## config.mk

```make
export PLATFORM = sky130hd
export DESIGN_NAME = mc_ctrl_flat
export DESIGN_NICKNAME = d
export VERILOG_FILES = /design/src/rtl/mc_ctrl_if.sv /design/src/rtl/mc_ctrl.sv /design/src/flat_wrapper.sv
export SDC_FILE = /design/constraint.sdc
export NUM_CORES = 1
export LEC_CHECK = 0
export ABC_CLOCK_PERIOD_IN_PS = 2500
export CAP_MARGIN = 20
export CORE_MARGIN = 2
export CORE_UTILIZATION = 43
export DETAILED_ROUTE_END_ITERATION = 8
export PLACE_DENSITY = 0.89
export SLEW_MARGIN = 20
export SYNTH_ARGS = -nofsm -noshare
export SYNTH_HDL_FRONTEND = slang
export SYNTH_SLANG_ARGS = --single-unit
export TNS_END_PERCENT = 50
```

## constraint.sdc

```tcl
create_clock -name clk -period 2.5 [get_ports clk]
set_input_delay 0.25 -clock clk [delete_from_list [all_inputs] [get_ports clk]]
set_output_delay 0.25 -clock clk [all_outputs]
set_load 0.01 [all_outputs]
```

## src/rtl/mc_ctrl_if.sv

```systemverilog
// rtl/mc_ctrl_if.sv - Control/datapath bundle between the multi-cycle MIPS controller and its shared-ALU datapath
//
// master: the controller (consumes Instr/Zero/MemReady, issues ALU opcode, selects and write enables)
// slave : the datapath side (supplies IR contents, ALU zero flag and memory ready)
interface mc_ctrl_if;
    logic [31:0] Instr;
    logic        Zero;
    logic        MemReady;
    logic [3:0]  ALUOp;
    logic [1:0]  ALUSrcA;
    logic [2:0]  ALUSrcB;
    logic        PCWrite;
    logic [1:0]  PCSrc;
    logic        IRWrite;
    logic        MemRead;
    logic        MemWrite;
    logic        IorD;
    logic        RegWrite;
    logic [1:0]  RegDst;
    logic [1:0]  MemtoReg;
    logic        Exc;

    modport master (
        input  Instr, Zero, MemReady,
        output ALUOp, ALUSrcA, ALUSrcB, PCWrite, PCSrc, IRWrite,
               MemRead, MemWrite, IorD, RegWrite, RegDst, MemtoReg, Exc
    );

    modport slave (
        output Instr, Zero, MemReady,
        input  ALUOp, ALUSrcA, ALUSrcB, PCWrite, PCSrc, IRWrite,
               MemRead, MemWrite, IorD, RegWrite, RegDst, MemtoReg, Exc
    );
endinterface

```

## src/rtl/mc_ctrl.sv

```systemverilog
// rtl/mc_ctrl.sv - Multi-cycle MIPS control FSM driving a shared-ALU datapath
//
// Ports:
//   clk   - rising-edge clock
//   rst_n - asynchronous active-low reset; returns the FSM to FETCH and clears the trap
//   bus   - mc_ctrl_if.master: Instr/Zero/MemReady in, ALU opcode, operand selects,
//           PC/IR/memory/register write controls and the sticky illegal-instruction trap out
module mc_ctrl #(
    parameter logic [3:0] RESET_STATE_ID = 4'd0
) (
    input  logic       clk,
    input  logic       rst_n,
    mc_ctrl_if.master  bus
);
    // Offsets from the FETCH code keep all encodings distinct for any RESET_STATE_ID.
    typedef enum logic [3:0] {
        FETCH    = RESET_STATE_ID,
        DECODE   = RESET_STATE_ID + 4'd1,
        EXEC_R   = RESET_STATE_ID + 4'd2,
        WB_R     = RESET_STATE_ID + 4'd3,
        EXEC_I   = RESET_STATE_ID + 4'd4,
        WB_I     = RESET_STATE_ID + 4'd5,
        MEM_ADDR = RESET_STATE_ID + 4'd6,
        MEM_RD   = RESET_STATE_ID + 4'd7,
        MEM_WB   = RESET_STATE_ID + 4'd8,
        MEM_WR   = RESET_STATE_ID + 4'd9,
        BRANCH   = RESET_STATE_ID + 4'd10,
        JUMP     = RESET_STATE_ID + 4'd11,
        ILLEGAL  = RESET_STATE_ID + 4'd12
    } state_t;

    localparam logic [3:0] ALU_ADD = 4'b0000, ALU_SUB = 4'b0001, ALU_AND = 4'b0010,
                           ALU_OR  = 4'b0011, ALU_XOR = 4'b0100, ALU_NOR = 4'b0101,
                           ALU_SLL = 4'b1000, ALU_SRL = 4'b1001, ALU_SRA = 4'b1010,
                           ALU_SLT = 4'b1100, ALU_SLTU = 4'b1101;

    state_t      state_q;
    state_t      decode_d;
    logic [5:0]  op;
    logic [5:0]  fn;
    logic        r_ok;
    logic [3:0]  r_alu;
    logic        unused_instr;

    assign op = bus.Instr[31:26];
    assign fn = bus.Instr[5:0];
    // Register/immediate fields are steered by the datapath, not by control.
    assign unused_instr = ^bus.Instr[25:6];

    // R-type funct decode; jr is legal but never reaches EXEC_R.
    always_comb begin
        r_ok  = 1'b1;
        r_alu = ALU_ADD;
        case (fn)
            6'h21:        r_alu = ALU_ADD;
            6'h23:        r_alu = ALU_SUB;
            6'h24:        r_alu = ALU_AND;
            6'h25:        r_alu = ALU_OR;
            6'h26:        r_alu = ALU_XOR;
            6'h27:        r_alu = ALU_NOR;
            6'h00, 6'h04: r_alu = ALU_SLL;
            6'h02, 6'h06: r_alu = ALU_SRL;
            6'h03, 6'h07: r_alu = ALU_SRA;
            6'h2a:        r_alu = ALU_SLT;
            6'h2b:        r_alu = ALU_SLTU;
            6'h08:        r_alu = ALU_ADD;
            default:      r_ok  = 1'b0;
        endcase
    end

    always_comb begin
        decode_d = ILLEGAL;
        case (op)
            6'h00:                                    decode_d = !r_ok ? ILLEGAL : ((fn == 6'h08) ? JUMP : EXEC_R);
            6'h09, 6'h0a, 6'h0b, 6'h0c, 6'h0d, 6'h0e, 6'h0f: decode_d = EXEC_I;
            6'h23, 6'h2b:                             decode_d = MEM_ADDR;
            6'h04, 6'h05:                             decode_d = BRANCH;
            6'h02, 6'h03:                             decode_d = JUMP;
            default:                                  decode_d = ILLEGAL;
        endcase
    end

    always_ff @(posedge clk or negedge rst_n) begin
        if (!rst_n) begin
            state_q <= FETCH;
        end else begin
            case (state_q)
                FETCH:    if (bus.MemReady) state_q <= DECODE;
                DECODE:   state_q <= decode_d;
                EXEC_R:   state_q <= WB_R;
                EXEC_I:   state_q <= WB_I;
                MEM_ADDR: state_q <= (op == 6'h23) ? MEM_RD : MEM_WR;
                MEM_RD:   if (bus.MemReady) state_q <= MEM_WB;
                MEM_WR:   if (bus.MemReady) state_q <= FETCH;
                WB_R, WB_I, MEM_WB, BRANCH, JUMP: state_q <= FETCH;
                ILLEGAL:  state_q <= ILLEGAL;
                default:  state_q <= ILLEGAL;
            endcase
        end
    end

    // Moore outputs; forced quiet while reset is held so an aborted instruction writes nothing.
    always_comb begin
        bus.ALUOp    = ALU_ADD;
        bus.ALUSrcA  = 2'd0;
        bus.ALUSrcB  = 3'd0;
        bus.PCWrite  = 1'b0;
        bus.PCSrc    = 2'd0;
        bus.IRWrite  = 1'b0;
        bus.MemRead  = 1'b0;
        bus.MemWrite = 1'b0;
        bus.IorD     = 1'b0;
        bus.RegWrite = 1'b0;
        bus.RegDst   = 2'd0;
        bus.MemtoReg = 2'd0;
        bus.Exc      = 1'b0;
        if (rst_n) begin
            case (state_q)
                FETCH: begin
                    bus.MemRead = 1'b1;
                    bus.ALUSrcA = 2'd2;
                    bus.ALUSrcB = 3'd1;
                    bus.IRWrite = bus.MemReady;
                    bus.PCWrite = bus.MemReady;
                end
                DECODE: begin
                    bus.ALUSrcA = 2'd2;
                    bus.ALUSrcB = 3'd4;
                end
                EXEC_R: begin
                    bus.ALUOp   = r_alu;
                    bus.ALUSrcA = (fn == 6'h00 || fn == 6'h02 || fn == 6'h03) ? 2'd1 : 2'd0;
                end
                WB_R: begin
                    bus.RegWrite = 1'b1;
                    bus.RegDst   = 2'd1;
                end
                EXEC_I: begin
                    case (op)
                        6'h0a:   begin bus.ALUOp = ALU_SLT;  bus.ALUSrcB = 3'd2; end
                        6'h0b:   begin bus.ALUOp = ALU_SLTU; bus.ALUSrcB = 3'd2; end
                        6'h0c:   begin bus.ALUOp = ALU_AND;  bus.ALUSrcB = 3'd3; end
                        6'h0d:   begin bus.ALUOp = ALU_OR;   bus.ALUSrcB = 3'd3; end
                        6'h0e:   begin bus.ALUOp = ALU_XOR;  bus.ALUSrcB = 3'd3; end
                        // lui: zero-extended imm shifted left by the constant 16
                        6'h0f:   begin bus.ALUOp = ALU_SLL;  bus.ALUSrcB = 3'd3; bus.ALUSrcA = 2'd3; end
                        default: begin bus.ALUOp = ALU_ADD;  bus.ALUSrcB = 3'd2; end
                    endcase
                end
                WB_I: bus.RegWrite = 1'b1;
                MEM_ADDR: bus.ALUSrcB = 3'd2;
                MEM_RD: begin
                    bus.MemRead = 1'b1;
                    bus.IorD    = 1'b1;
                end
                MEM_WB: begin
                    bus.RegWrite = 1'b1;
                    bus.MemtoReg = 2'd1;
                end
                MEM_WR: begin
                    bus.MemWrite = 1'b1;
                    bus.IorD     = 1'b1;
                end
                BRANCH: begin
                    bus.ALUOp   = ALU_SUB;
                    bus.PCSrc   = 2'd1;
                    bus.PCWrite = (op == 6'h04) ? bus.Zero : ~bus.Zero;
                end
                JUMP: begin
                    bus.PCWrite = 1'b1;
                    bus.PCSrc   = (op == 6'h00) ? 2'd3 : 2'd2;
                    if (op == 6'h03) begin
                        bus.RegWrite = 1'b1;
                        bus.RegDst   = 2'd2;
                        bus.MemtoReg = 2'd2;
                    end
                end
                ILLEGAL: bus.Exc = 1'b1;
                default: bus.Exc = 1'b1;
            endcase
        end
    end
endmodule

```

## src/flat_wrapper.sv

```systemverilog
// flat-port wrapper written by rule: the top's interface ports become plain ports
module mc_ctrl_flat 
#(
    parameter logic [3:0] RESET_STATE_ID = 4'd0
)
  (clk, rst_n, bus_Instr, bus_Zero, bus_MemReady, bus_ALUOp, bus_ALUSrcA, bus_ALUSrcB, bus_PCWrite, bus_PCSrc, bus_IRWrite, bus_MemRead, bus_MemWrite, bus_IorD, bus_RegWrite, bus_RegDst, bus_MemtoReg, bus_Exc);
  mc_ctrl_if bus_i ();
  input  logic clk;
  input  logic rst_n;
  input wire logic [$bits(bus_i.Instr)-1:0] bus_Instr;
  input wire logic [$bits(bus_i.Zero)-1:0] bus_Zero;
  input wire logic [$bits(bus_i.MemReady)-1:0] bus_MemReady;
  output wire logic [$bits(bus_i.ALUOp)-1:0] bus_ALUOp;
  output wire logic [$bits(bus_i.ALUSrcA)-1:0] bus_ALUSrcA;
  output wire logic [$bits(bus_i.ALUSrcB)-1:0] bus_ALUSrcB;
  output wire logic [$bits(bus_i.PCWrite)-1:0] bus_PCWrite;
  output wire logic [$bits(bus_i.PCSrc)-1:0] bus_PCSrc;
  output wire logic [$bits(bus_i.IRWrite)-1:0] bus_IRWrite;
  output wire logic [$bits(bus_i.MemRead)-1:0] bus_MemRead;
  output wire logic [$bits(bus_i.MemWrite)-1:0] bus_MemWrite;
  output wire logic [$bits(bus_i.IorD)-1:0] bus_IorD;
  output wire logic [$bits(bus_i.RegWrite)-1:0] bus_RegWrite;
  output wire logic [$bits(bus_i.RegDst)-1:0] bus_RegDst;
  output wire logic [$bits(bus_i.MemtoReg)-1:0] bus_MemtoReg;
  output wire logic [$bits(bus_i.Exc)-1:0] bus_Exc;
  assign bus_i.Instr = bus_Instr;
  assign bus_i.Zero = bus_Zero;
  assign bus_i.MemReady = bus_MemReady;
  assign bus_ALUOp = bus_i.ALUOp;
  assign bus_ALUSrcA = bus_i.ALUSrcA;
  assign bus_ALUSrcB = bus_i.ALUSrcB;
  assign bus_PCWrite = bus_i.PCWrite;
  assign bus_PCSrc = bus_i.PCSrc;
  assign bus_IRWrite = bus_i.IRWrite;
  assign bus_MemRead = bus_i.MemRead;
  assign bus_MemWrite = bus_i.MemWrite;
  assign bus_IorD = bus_i.IorD;
  assign bus_RegWrite = bus_i.RegWrite;
  assign bus_RegDst = bus_i.RegDst;
  assign bus_MemtoReg = bus_i.MemtoReg;
  assign bus_Exc = bus_i.Exc;
  mc_ctrl #(.RESET_STATE_ID(RESET_STATE_ID)) u_core (.clk(clk), .rst_n(rst_n), .bus(bus_i));
endmodule
```

==> Word level (Yosys, flattened, before mapping) <==
Index checks and enable logic that the tools add are counted.
{ "totals": {"regBits": 4, "ramBits": 0, "output_inout_bits": 22, "mem_count": 0, "rom_bits": 0, "latchBits": 0} }
{ "classes": {"n_bitwise": 1, "n_reduce_logical": 21, "magnitude_cmp": 0, "n_mux": 44, "addsub": 0, "mul": 0, "n_div": 0, "n_shift": 0, "eq_ne": 41} }
{ "ops": {"columns": ["cell", "count"], "rows": [
  ["6-bit == test (second input constant)", 10],
  ["6-bit by 4-bit == test with 1-bit output (second input constant)", 8],
  ["4-bit case mux with 10 select lines", 1],
  ["4-bit case mux with 8 select lines", 1],
  ["6-bit by 3-bit == test with 1-bit output (second input constant)", 5],
  ["4-bit two-way mux", 7],
  ["6-bit by 2-bit == test with 1-bit output (second input constant)", 4],
  ["4-bit case mux with 6 select lines", 1],
  ["4-bit case mux with 5 select lines", 1],
  ["1-bit two-way mux", 18],
  ["2-bit OR reduction", 9],
  ["4-bit by 3-bit == test with 1-bit output (second input constant)", 4],
  ["4-bit == test (second input constant)", 4],
  ["15-bit OR reduction", 1],
  ["6-bit zero test", 2],
  ["2-bit two-way mux", 6],
  ["2-bit case mux with 2 select lines", 3],
  ["3-bit case mux with 4 select lines", 1],
  ["4-bit case mux with 3 select lines", 1],
  ["12-bit OR reduction", 1],
  ["4-bit by 2-bit == test with 1-bit output (second input constant)", 2],
  ["7-bit OR reduction", 1],
  ["2-bit inequality test (second input constant)", 3],
  ["2-bit case mux with 3 select lines", 1],
  ["11 further kinds", 12]
]} }

==> Longest topological paths before layout <==
{ "logic_depth": {"ltp_word": 6, "depth_mapped": 6, "ltp_nobuf": 5} }

==> Worst setup path before layout <==
No wires, ideal clock.
{ "synth_timing": {"path_type": "reg2out", "startpoint": "reg u_core.state_q[0]", "endpoint": "out bus_ALUSrcA[0]", "arrival_time_ps": 1498, "setup_slack_ps": 752, "path_buffers": 1, "path_stages_with_launch": 7, "cell_sequence": "dfrtp_1 clkbuf_1 nor2_1 nand4_1 nor2_1 nor2_1 a211oi_1"} }
{ "synth_via": {"elab_chain_len": 4, "word_cells_on_any_way": 7, "cone_classes": "eq/ne (3); mux (2); reduce/logical (2)"} }
{ "synth_lines": {"columns": ["element", "line", "text"], "rows": [
  ["from (decl)", "mc_ctrl.sv:37", "state_t state_q;"],
  ["from (signal assigned)", "mc_ctrl.sv:89", "DECODE: state_q <= decode_d;"],
  ["from (signal assigned)", "mc_ctrl.sv:92", "MEM_ADDR: state_q <= (op == 6'h23) ? MEM_RD : MEM_WR;"],
  ["4-bit by 1-bit == test with 1-bit output or 4-bit zero test (tied branches)", "mc_ctrl.sv:118", "case (state_q)"],
  ["2-bit OR reduction (no source line)", null, null],
  ["2-bit case mux with 3 select lines *", "mc_ctrl.sv:118", null],
  ["2-bit two-way mux *", "mc_ctrl.sv:117", "if (rst_n) begin"],
  ["to (decl)", "flat_wrapper.sv:14", "output wire logic [$bits(bus_i.ALUSrcA)-1:0] bus_ALUSrcA;"]
]} }
Mark *: on every way between the ends. The rest lies on a longest branch, timed or not.

==> Final worst setup path <==
{ "layout_timing": {"startpoint": "reg u_core.state_q[3]", "endpoint": "out bus_ALUSrcA[1]"} }
The elaborated chain is that of the path after synthesis.

==> flow_metrics.tcl <==
set metrics [dict create \
    synth_area_um2 1130 \
    synthCells 187 \
    fin_nets 277 \
    synth_edf_count 0 \
    fin_ws_ns 0.0706 \
    synth_xor_area_share_pct 2.33 \
    antenna_found_initial 0 \
    fin_crit_sh_pct 97.2 \
    swShare_pct 48.8 \
    timing.fmax_mhz 412 \
    gr-total-overflow 0 \
    synth_compound_area_share_pct 35.1 \
    register_area_um2 101 \
    seqPwrFrac_pct 14.9 \
    grt_pass1_vias 1317 \
    grt_use_total_pct 23.5 \
    ant_nets 0 \
    dieArea_um2 3050 \
    path_clk_slew_ns 0.04 \
    htree_levels 1 \
    place_area_um2 1680 \
    routedWlPerCell_um 13.5 \
    yosys-top-cells-count "nor2_1 (31), nand2_1 (19), a21oi_1 (18)" \
    fillers 225 \
    peakVddDrop_v 0.000440 \
    synthAdderAreaFrac_pct 0 \
    hpwl_um 2810 \
    leakage_uw 0.000702 \
    coreArea_um2 2480 \
    vias 1559 \
    synth.area.top_cells "nor2_1 (10%), dfrtp_1 (8.9%), a21oi_1 (8.0%), nand2_1 (6.3%), o21ai_0 (5.8%)" \
    synth_flop_cell "dfrtp_1" \
    drive_above_1_share_pct 17.6 \
    num_rows 18 \
    worstSetupPathType "reg -> out" \
    tightest_slew_ns 0.419 \
    synth_fp_nets 223 \
    die_x_um 55.2 \
    design_area_um2 1730 \
    dr_wl_met3_um 270 \
    grt_pass1_wl_um 6020 \
    drc 0 \
    critPathCaptureType "primary output" \
    cell_internal_pwr_uw 459 \
    largest_register_ffs 4 \
    finalWeightedCongestion 0.903 \
    start_kind "flip-flop" \
    largestRegisters "u_core.state_q (4)" \
    synth-simple-area-share_pct 43.8 \
    fin_cells 269 \
    yosysSeqAreaShare_pct 8.87 \
    postCtsSetupBuffers 0 \
    required_ns 2.25 \
    detail_route.wirelength.met1_um 1590 \
    clock_latency_ns 0.25 \
    async_reset_ff_share_pct 100 \
    ys_warn_count 0 \
    die_h_um 55.2 \
    hold_class "in -> async" \
    yosys.area.top_type_share_pct 10.3 \
    grt_start_max_net_pins 17 \
    status "complete, no violations" \
    cap_violations 0 \
    synth_top_family_by_area "simple AND/OR/NAND/NOR gates" \
    timing.hold.ws_ns 0.455 \
    yosysMostFrequentCell "nor2_1" \
    power_density_nw_per_um2 518 \
    avgSynthCellArea_um2 6.04 \
    worst-path-max-fanout 8 \
    diodes 0 \
    drt_iter0_drc 64 \
    pwr-share-clk_pct 9.8 \
    highest_layer "met4" \
    finalHoldViolations 0 \
    yosysTopAreaCell "nor2_1" \
    dp_slack_ns 0.0194 \
    multiInputGateArea_um2 956 \
    synth.distinct_cells 48 \
    vias_per_cell 5.80 \
    synth_mux_area_share_pct 1.88 \
    synth-seq-cells 4 \
    wl_met2_um 1730 \
    slew_headroom_pct 72.0 \
    clockBufferDepth 2 \
    wirelength_um 3630 \
    switchingPower_uw 438 \
    cts_tree "yes" \
    dr.pass1.iters 4 \
    io_pins 58 \
    utilization_pct 69.8 \
    placedCellCount 266 \
    initial_utilization_pct 45.6 \
    layout_min_cycle_time_ns 2.43 \
    cts_root_buffer "clkbuf_4" \
    cts_made_buffers 3 \
    drv_slew 0 \
    cts_num_sinks 4 \
    finalSetupViolations 0 \
    p_comb_share_pct 75.4 \
    area_delta_synth_final_pct 53.3 \
    top_register "u_core.state_q" \
    portBuffers 37 \
    skew_ns 0.00730 \
    arrival_ns 2.18 \
    rsz0062_at_grt "yes" \
]
-- stage by stage --
step,total power [µW],setup TNS [ns]
6_report,897,0
5_1_grt,974,-0.0574
4_1_cts,882,0
3_5_place_dp,789,0
3_3_place_gp,786,0
2_1_floorplan,521,0
-- metal layers --
metal  up-vias  track usage, %
met3         5            3.28
met1       702            34.2
met2        62            36.9
li1        790               -
met4         0            4.53
met5         -               0
-- critical path, cell delays in order (launching register included) --
cell and delay [ns]:
dfrtp_2 0.47, nor4b_4 0.30, nand4_1 0.19, nor2_2 0.18, buf_4 0.12, nor2_1 0.03, nor2_1 0.08, clkdlybuf4s50_1 0.54
-- power groups by stage --
stage	combinational [µW]	sequential (µW)	clock, µW
global route	741	137	96.4
CTS	664	128	89.8
floorplan	414	106	0
global placement	657	128	0
detailed placement	661	128	0
finish	676	134	87.5
-- cell type report --
| type | count | share of cell area, % |
|---|---|---|
| clock buffer | 3 | 1.30 |
| multi-input combinational | 161 | 55.2 |
| timing repair buffer | 66 | 34.3 |
| tap | 30 | 2.17 |
| sequential | 4 | 5.86 |
| inverter | 5 | 1.08 |
-- cell families (layout without fill, tap and decap cells) --
group | after synthesis | in the layout
mux | 2 | 2
simple gates | 96 | 96
xor+xnor | 3 | 3
buf+inv | 22 | 74
compound gates | 60 | 60
flops | 4 | 4
-- what timing repair did --
item,CTS,global route
gates resized for setup,3,6
endpoints found under the setup margin,2,6
pin swaps,0,2
cloned,0,0
hold buffers,0,0
-- cells in the final DEF, fill, tap and decap left out, types with 4 or more instances in the layout --
| master | netlist | final |
|---|---|---|
| a211oi_1 | 4 | 4 |
| nor2_1 | 31 | 30 |
| a21oi_1 | 18 | 18 |
| o21ai_0 | 13 | 12 |
| nor3_1 | 8 | 8 |
| nand3_1 | 5 | 5 |
| nor2b_1 | 6 | 6 |
| buf_4 | 0 | 29 |
| clkdlybuf4s50_1 | 0 | 33 |
| nand2b_1 | 5 | 5 |
| nand2_1 | 19 | 19 |
| inv_1 | 5 | 5 |
-- worst paths after layout --
| path | start | end | slack [ns] | cells past startpoint |
|---|---|---|---|---|
| max | u_core.state_q[3]$_DFFE_PN0P_ | bus_ALUSrcA[1] | 0.07 | 7 |
| min | rst_n | u_core.state_q[0]$_DFFE_PN0P_ | 0.45 | 2 |
| max reg2reg | u_core.state_q[0]$_DFFE_PN0P_ | u_core.state_q[0]$_DFFE_PN0P_ | 0.72 | 6 |
| min reg2reg | u_core.state_q[0]$_DFFE_PN0P_ | u_core.state_q[3]$_DFFE_PN0P_ | 0.70 | 2 |
| max in group asynchronous | rst_n | u_core.state_q[3]$_DFFE_PN0P_ | 1.92 | 2 |
| min in group clk | u_core.state_q[0]$_DFFE_PN0P_ | u_core.state_q[3]$_DFFE_PN0P_ | 0.70 | 2 |
Power figures use the tool's default switching activity.
